**src/rtl/match_ranker.sv**
```systemverilog
// match_ranker: keeps a sorted top-DEPTH list of candidates ranked by
// squared trace-overlap distance (larger dist2 = closer match).
//
// Parameters:
//   NUMBER_BITS  numeric width used by the distance calculator (mirrors types.svi)
//   DIST_BITS    distance width, defaults to the calculator output width
//   ID_BITS      candidate ID width and accepted-candidate counter width
//   DEPTH        number of ranked slots (1..8)
//
// Ports:
//   clk, reset               clock, synchronous active-high reset
//   start                    clears the table and begins a search
//   cand_valid/dist/id/last  candidate result from the distance stage
//   threshold                early-exit level (MATCH_THRESHOLD_EN only)
//   best_dist/id/valid       ranked table, slot 0 is the best
//   count                    accepted candidates this search, saturating
//   busy                     high while searching
//   done                     one-cycle pulse when a search ends
//   hit                      sticky threshold-reached flag
//
// Optional feature: define MATCH_THRESHOLD_EN to enable the threshold
// early exit. Without it the threshold port is absent and hit is tied low.
module match_ranker #(
    parameter int unsigned NUMBER_BITS = 8,
    parameter int unsigned DIST_BITS   = 2 * (NUMBER_BITS + 3) + 1,
    parameter int unsigned ID_BITS     = 16,
    parameter int unsigned DEPTH       = 4
) (
    input  logic                 clk,
    input  logic                 reset,
    input  logic                 start,
    input  logic                 cand_valid,
    input  logic [DIST_BITS-1:0] cand_dist,
    input  logic [ID_BITS-1:0]   cand_id,
    input  logic                 cand_last,
`ifdef MATCH_THRESHOLD_EN
    input  logic [DIST_BITS-1:0] threshold,
`endif
    output logic [DIST_BITS-1:0] best_dist  [DEPTH],
    output logic [ID_BITS-1:0]   best_id    [DEPTH],
    output logic                 best_valid [DEPTH],
    output logic [ID_BITS-1:0]   count,
    output logic                 busy,
    output logic                 done,
    output logic                 hit
);

    typedef enum logic [1:0] {
        ST_IDLE   = 2'd0,
        ST_SEARCH = 2'd1,
        ST_DONE   = 2'd2
    } state_e;

    state_e               state_q, state_d;
    logic [DIST_BITS-1:0] dist_q  [DEPTH];
    logic [DIST_BITS-1:0] dist_d  [DEPTH];
    logic [ID_BITS-1:0]   id_q    [DEPTH];
    logic [ID_BITS-1:0]   id_d    [DEPTH];
    logic                 valid_q [DEPTH];
    logic                 valid_d [DEPTH];
    logic [ID_BITS-1:0]   count_q, count_d;
    logic                 busy_q, busy_d;
    logic                 done_q, done_d;
    logic                 placed;
    logic                 end_search;
`ifdef MATCH_THRESHOLD_EN
    logic                 hit_q, hit_d;
`endif

    // Next-state, parallel compare-and-shift insertion, counters.
    always_comb begin
        state_d    = state_q;
        dist_d     = dist_q;
        id_d       = id_q;
        valid_d    = valid_q;
        count_d    = count_q;
        done_d     = 1'b0;
        placed     = 1'b0;
        end_search = 1'b0;
`ifdef MATCH_THRESHOLD_EN
        hit_d      = hit_q;
`endif

        if (start) begin
            // start wins over a same-cycle candidate and restarts from any state
            state_d = ST_SEARCH;
            count_d = '0;
            for (int i = 0; i < int'(DEPTH); i++) begin
                dist_d[i]  = '0;
                id_d[i]    = '0;
                valid_d[i] = 1'b0;
            end
`ifdef MATCH_THRESHOLD_EN
            hit_d = 1'b0;
`endif
        end else if ((state_q == ST_SEARCH) && cand_valid) begin
            // Strict compare: an equal distance lands below the earlier entry.
            placed = !valid_q[0] || (dist_q[0] < cand_dist);
            if (placed) begin
                dist_d[0]  = cand_dist;
                id_d[0]    = cand_id;
                valid_d[0] = 1'b1;
            end
            // Slots after the insertion point take their upper neighbour.
            for (int i = 1; i < int'(DEPTH); i++) begin
                if (placed) begin
                    dist_d[i]  = dist_q[i-1];
                    id_d[i]    = id_q[i-1];
                    valid_d[i] = valid_q[i-1];
                end else if (!valid_q[i] || (dist_q[i] < cand_dist)) begin
                    dist_d[i]  = cand_dist;
                    id_d[i]    = cand_id;
                    valid_d[i] = 1'b1;
                    placed     = 1'b1;
                end
            end

            if (count_q != '1) begin
                count_d = count_q + ID_BITS'(1);
            end

            end_search = cand_last;
`ifdef MATCH_THRESHOLD_EN
            if (cand_dist >= threshold) begin
                hit_d      = 1'b1;
                end_search = 1'b1;
            end
`endif
            if (end_search) begin
                state_d = ST_DONE;
                done_d  = 1'b1;
            end
        end

        busy_d = (state_d == ST_SEARCH);
    end

    // State and table registers.
    always_ff @(posedge clk) begin
        if (reset) begin
            state_q <= ST_IDLE;
            count_q <= '0;
            busy_q  <= 1'b0;
            done_q  <= 1'b0;
            for (int i = 0; i < int'(DEPTH); i++) begin
                dist_q[i]  <= '0;
                id_q[i]    <= '0;
                valid_q[i] <= 1'b0;
            end
`ifdef MATCH_THRESHOLD_EN
            hit_q   <= 1'b0;
`endif
        end else begin
            state_q <= state_d;
            count_q <= count_d;
            busy_q  <= busy_d;
            done_q  <= done_d;
            dist_q  <= dist_d;
            id_q    <= id_d;
            valid_q <= valid_d;
`ifdef MATCH_THRESHOLD_EN
            hit_q   <= hit_d;
`endif
        end
    end

    assign best_dist  = dist_q;
    assign best_id    = id_q;
    assign best_valid = valid_q;
    assign count      = count_q;
    assign busy       = busy_q;
    assign done       = done_q;
`ifdef MATCH_THRESHOLD_EN
    assign hit        = hit_q;
`else
    assign hit        = 1'b0;
`endif

endmodule

```
**config.mk**
```make
export PLATFORM = sky130hd
export DESIGN_NAME = match_ranker
export DESIGN_NICKNAME = d
export VERILOG_FILES = /design/src/rtl/match_ranker.sv
export SDC_FILE = /design/constraint.sdc
export NUM_CORES = 1
export LEC_CHECK = 0
export ABC_AREA = 1
export CAP_MARGIN = 20
export CORE_AREA = 8 8 164 205
export DETAILED_ROUTE_END_ITERATION = 12
export DIE_AREA = 0 0 172 213
export PLACE_DENSITY = 0.55
export SETUP_SLACK_MARGIN = 0.3
export SLEW_MARGIN = 15
export SYNTH_ARGS = -nofsm -noshare
export SYNTH_HDL_FRONTEND = slang
export SYNTH_SLANG_ARGS = --single-unit
```
**constraint.sdc**
```tcl
create_clock -name clk -period 3.4 [get_ports clk]
set_input_delay 0.68 -clock clk [delete_from_list [all_inputs] [get_ports clk]]
set_output_delay 0.68 -clock clk [all_outputs]
set_load 0.01 [all_outputs]
```
Word-level counts from Yosys, hierarchy flattened
Index checks and enable logic that the tools add are counted.
W data, S select, Z words.

storage, ports and cells
  register bits = 180
  input bits = 44
  logic and storage cells = 74

cells by class
  add/sub/neg operators = 1
  order comparisons = 4
  equality and inequality tests = 3
  muxes and demuxes = 30
  bitwise operators = 1
  reduce and logical (&&, ||, !) cells = 19

operators by type and width
  cell                     number
  $mux W23                 6
  $mux W16                 6
  $lt A23 B23 Y1           4
  $add A16 B1 Y16 const B  1
  $ne A16 B16 Y1 const B   1
  $mux W1                  15
  $reduce_and A2 Y1        5
  $mux W2                  3
  $reduce_bool A2 Y1       3
  $eq A2 B1 Y1 const B     2
  $logic_not A1 Y1         4
  $logic_or A1 B1 Y1       4
  $reduce_or A3 Y1         1
  $reduce_or A2 Y1         1
  $logic_and A1 B1 Y1      1
  $not A1 Y1               1

Longest topological paths before layout
  word-level depth = 11
  depth in mapped cells = 19
  mapped depth without buffers = 17

Worst setup path after synthesis
Ideal clock, no wire load.

  path type = in2reg
  start point = input port cand_dist[22]
  end point = register dist_q (netlist bit best_dist[35])
  arrival = 2392 ps
  data required time = 3287 ps
  slack = 896 ps
  cell stages on the path = 15
  path buffers = 2
  cell sequence = inv_1 -> ha_1 -> nand2_1 -> nor2_1 -> nand2_1 -> nor2_1 -> nand2_1 -> nand3_2 -> nand2_2 -> nor2_4 -> buf_6 -> clkbuf_1 -> o21ai_0 -> nor2_1 -> nor2_1

on the way
  longest elaborated chain between the ends = 8
  elaborated cells on any way between the ends = 13
  classes of those cells = order compare: 3; mux: 5; reduce/logical: 5

ends and longest elaborated chain
  item                                 line  source
  start, declared                      33    input logic [DIST_BITS-1:0] cand_dist,
  $lt A23 B23 Y1                       110   end else if (!valid_q[i] || (dist_q[i] < cand_dist)) begin
  $logic_or A1 B1 Y1                   110
  $mux W1                              110
  $mux W1                              106   if (placed) begin
  $mux W1                              96    end else if ((state_q == ST_SEARCH) && cand_valid) begin
  $mux W1                              84    if (start) begin
  $reduce_bool A2 Y1 (no source line)  -
  $reduce_and A2 Y1 (no source line)   -
  end signal, assigned                 158   dist_q <= dist_d;
  end, declared                        55    logic [DIST_BITS-1:0] dist_q [DEPTH];

Several ways; a longest one is shown, not always the timed one. The select of a mux whose other input is x is not followed.
A chain may end at the register's enable or synchronous reset.

Worst setup path after layout
  start point = input port cand_dist[22]
  end point = register id_q (netlist bit best_id[1])

on the way
  longest elaborated chain between the ends = 11
  elaborated cells on any way between the ends = 19
  classes of those cells = order compare: 4; mux: 9; reduce/logical: 6

ends and longest elaborated chain
  item                                 line  source
  $lt A23 B23 Y1                       110
  $logic_or A1 B1 Y1                   110
  $mux W1                              110
  $mux W1                              106
  $mux W1                              96
  $mux W1                              84
  $mux W1                              106
  $mux W1                              96
  $mux W1                              84
  $reduce_bool A2 Y1 (no source line)  -
  $reduce_and A2 Y1 (no source line)   -
  end signal, assigned                 159   id_q <= id_d;
  end, declared                        57    logic [ID_BITS-1:0] id_q [DEPTH];

Several ways; a longest one is shown, not always the timed one. The select of a mux whose other input is x is not followed.

==> impl_metrics.json <==
{
  "status": "completed",
  "post-synth-top-count-cell": "nand2_1",
  "multi_input_area_um2": 5640,
  "seq_area_um2": 3600,
  "antenna_found_initial": 0,
  "wl_met1_um": 15200,
  "rr_worst_depth": 14,
  "syn_inst": 1616,
  "period_share_pct": 86.4,
  "cts_buffers": 17,
  "grt_usage_pct": 18.3,
  "gp_congestion": 0.807,
  "vias_per_cell": 4.64,
  "p_int_uw": 3640,
  "setup_violations": 0,
  "cts.clk_slew.worst_paths_ns": 0.07,
  "cts_root_buf": "clkbuf_16",
  "die_x_um": 172,
  "p_comb_share_pct": 13.9,
  "p_sw_uw": 1330,
  "cp.arrival_ns": 3.27,
  "grt_max_degree": 94,
  "rsz0062_at_grt": "yes",
  "synth_edf_count": 0,
  "fin_cells": 2234,
  "drv_slew": 0,
  "synth_warnings": 0,
  "coreArea_um2": 30400,
  "htree_levels": 4,
  "ys_top_cells_by_area": "dfxtp_1, nand2_1, ha_1, o21ai_0, inv_1",
  "syn_nets": 1749,
  "hold_ws_ns": 0.465,
  "wl_per_cell_um": 15.5,
  "wl_met2_um": 17000,
  "drtPass1Iterations": 5,
  "p_seq_share_pct": 44.6,
  "vias": 10400,
  "ios": 223,
  "postRouteAntennaNets": 0,
  "cts_tree": "built",
  "wl_um": 34700,
  "n_antenna_cell": 0,
  "powerDensity_nw_per_um2": 358,
  "grt_pass1_vias": 9771,
  "synth-async-reset-ratio_pct": 0,
  "swShare_pct": 26.8,
  "port_buffers": 221,
  "fin_crit_ns": 2.94,
  "dpl.cell_count": 2201,
  "clock_latency_ns": 0.43,
  "syn_area_per_cell_um2": 6.46,
  "synth_common_cells": "nand2_1, inv_1, nor2_1",
  "whs_path_depth": 2,
  "wl_met3_um": 1700,
  "synth_seq_area_share_pct": 34.5,
  "rows": 72,
  "clock_path_buffers": 2,
  "nets": 1950,
  "max-vdd-ir-drop_uv": 247,
  "ys_ff_latch": 180,
  "hold_viol_final": 0,
  "top_layer": "met4",
  "fin_worst_skew_ns": 0.0162,
  "synth_top_area_share_pct": 34.5,
  "hp-class": "reg2reg",
  "clock.fmax_mhz": 341,
  "dieArea_um2": 36600,
  "cp_max_fo": 18,
  "place_area_um2": 13200,
  "stdcell_area_um2": 13900,
  "start_util_pct": 34.3,
  "critPathCaptureType": "register",
  "worstPathRequired_ns": 3.73,
  "area_growth_pct": 33.2,
  "power.leakage_uw": 0.00647,
  "drc": 0,
  "grt_pass1_wl_um": 52700,
  "dp_hpwl_um": 24700,
  "drtIter0Drc": 588,
  "drv_cap": 0,
  "criticalPathCategory": "in2reg",
  "drive_above_1_share_pct": 5.04,
  "synth.distinct_cells": 32,
  "start_kind": "input pin",
  "grt-ovfl-total": 0,
  "yosysTopAreaCell": "dfxtp_1",
  "clockPowerShare_pct": 41.5,
  "clock_sinks": 180,
  "ys.flop_type": "dfxtp_1",
  "chipHeight_um": 213,
  "fillers": 3195,
  "netlist_area_um2": 10400
}
-- critical path: stages --
cell	delay, ns
clkdlybuf4s50_1	0.53
inv_2	0.10
ha_1	0.30
nand2_1	0.08
nor2_2	0.15
a21boi_1	0.19
nor2_1	0.07
nand3_1	0.09
nand2_1	0.11
nor2_4	0.27
nand3_2	0.14
nand2_4	0.17
clkbuf_16	0.22
nand2_1	0.06
nand2_1	0.05
nor2_1	0.04
-- state kept, by name (all words and copies together), names as in the netlist --
register	flops
best_dist	92
best_id	64
best_valid	4
busy	1
count	16
done	1
state_q	2
-- what timing repair did --
item                       4_1_cts  5_1_grt
hold buffers                     0        0
setup endpoints to repair        0       84
buffers inserted                 0        1
gates resized for setup          0       14
-- cell families after synthesis --
| family | Yosys count | synth area share [%] |
|---|---|---|
| xor gates and xnor gates | 1 | 0.0839 |
| other | 1 | 0.0359 |
| and+or+nand+nor | 745 | 28.1 |
| DFF | 180 | 34.5 |
| adders and majority gates | 89 | 10.7 |
| buffers and inverters | 295 | 11.6 |
| AOI/OAI and AO/OA | 305 | 14.9 |
-- stage by stage --
stage | setup WS, ns | utilization [%] | power (uW) | TNS, ns
2_1_floorplan | 0.896 | - | 2620 | 0
3_3_place_gp | 0.0470 | 43.4 | 2940 | 0
3_5_place_dp | -0.00193 | 43.4 | 2950 | -0.00193
4_1_cts | 0.444 | 45.3 | 5020 | 0
5_1_grt | 0.284 | 45.7 | 5220 | 0
6_report | 0.464 | 45.7 | 4970 | 0
-- cells in the final DEF (no fill, tap or decap), types with 8 or more instances in the layout --
cell             instances
o21ai_1                  8
nand3_1                 56
a21oi_1                121
inv_2                    9
ha_1                    89
nor2_1                 204
inv_1                  204
dfxtp_1                180
clkbuf_16               20
o21ai_0                163
clkdlybuf4s50_1        221
buf_12                  12
nand2_1                462
buf_4                   23
-- layout make-up --
class | count | share of cell area [%]
clock buffer | 18 | 3.16
clock inverter | 11 | 1.10
tap | 407 | 3.66
timing repair buffer | 264 | 19.8
inverter | 213 | 5.75
multi-input combinational | 1141 | 40.6
sequential | 180 | 25.9
-- path summary, 6_finish.rpt --
kind / from / slack (ns) / endpoint
setup / recovery: cand_dist[22] / 0.46 / best_id[1]
hold / removal: best_id[35] / 0.47 / best_id[35]
setup reg to reg: best_dist[68] / 1.02 / best_id[1]
hold reg to reg: best_id[35] / 0.47 / best_id[35]
-- routing by layer --
layer	global-route usage (%)	vias to the layer above
li1	-	5462
met1	21.7	4685
met2	32.3	199
met3	3.55	28
met4	6.05	0
met5	0	-
-- power by group through the flow --
| stage | clock network [uW] | logic [uW] | registers (uW) |
|---|---|---|---|
| 6_report | 2070 | 691 | 2220 |
| 5_1_grt | 2210 | 781 | 2220 |
| 4_1_cts | 2120 | 687 | 2220 |
| 3_5_place_dp | 0 | 682 | 2270 |
| 3_3_place_gp | 0 | 673 | 2270 |
| 2_1_floorplan | 0 | 347 | 2280 |
Note: power is estimated with default switching activity, not from simulation.
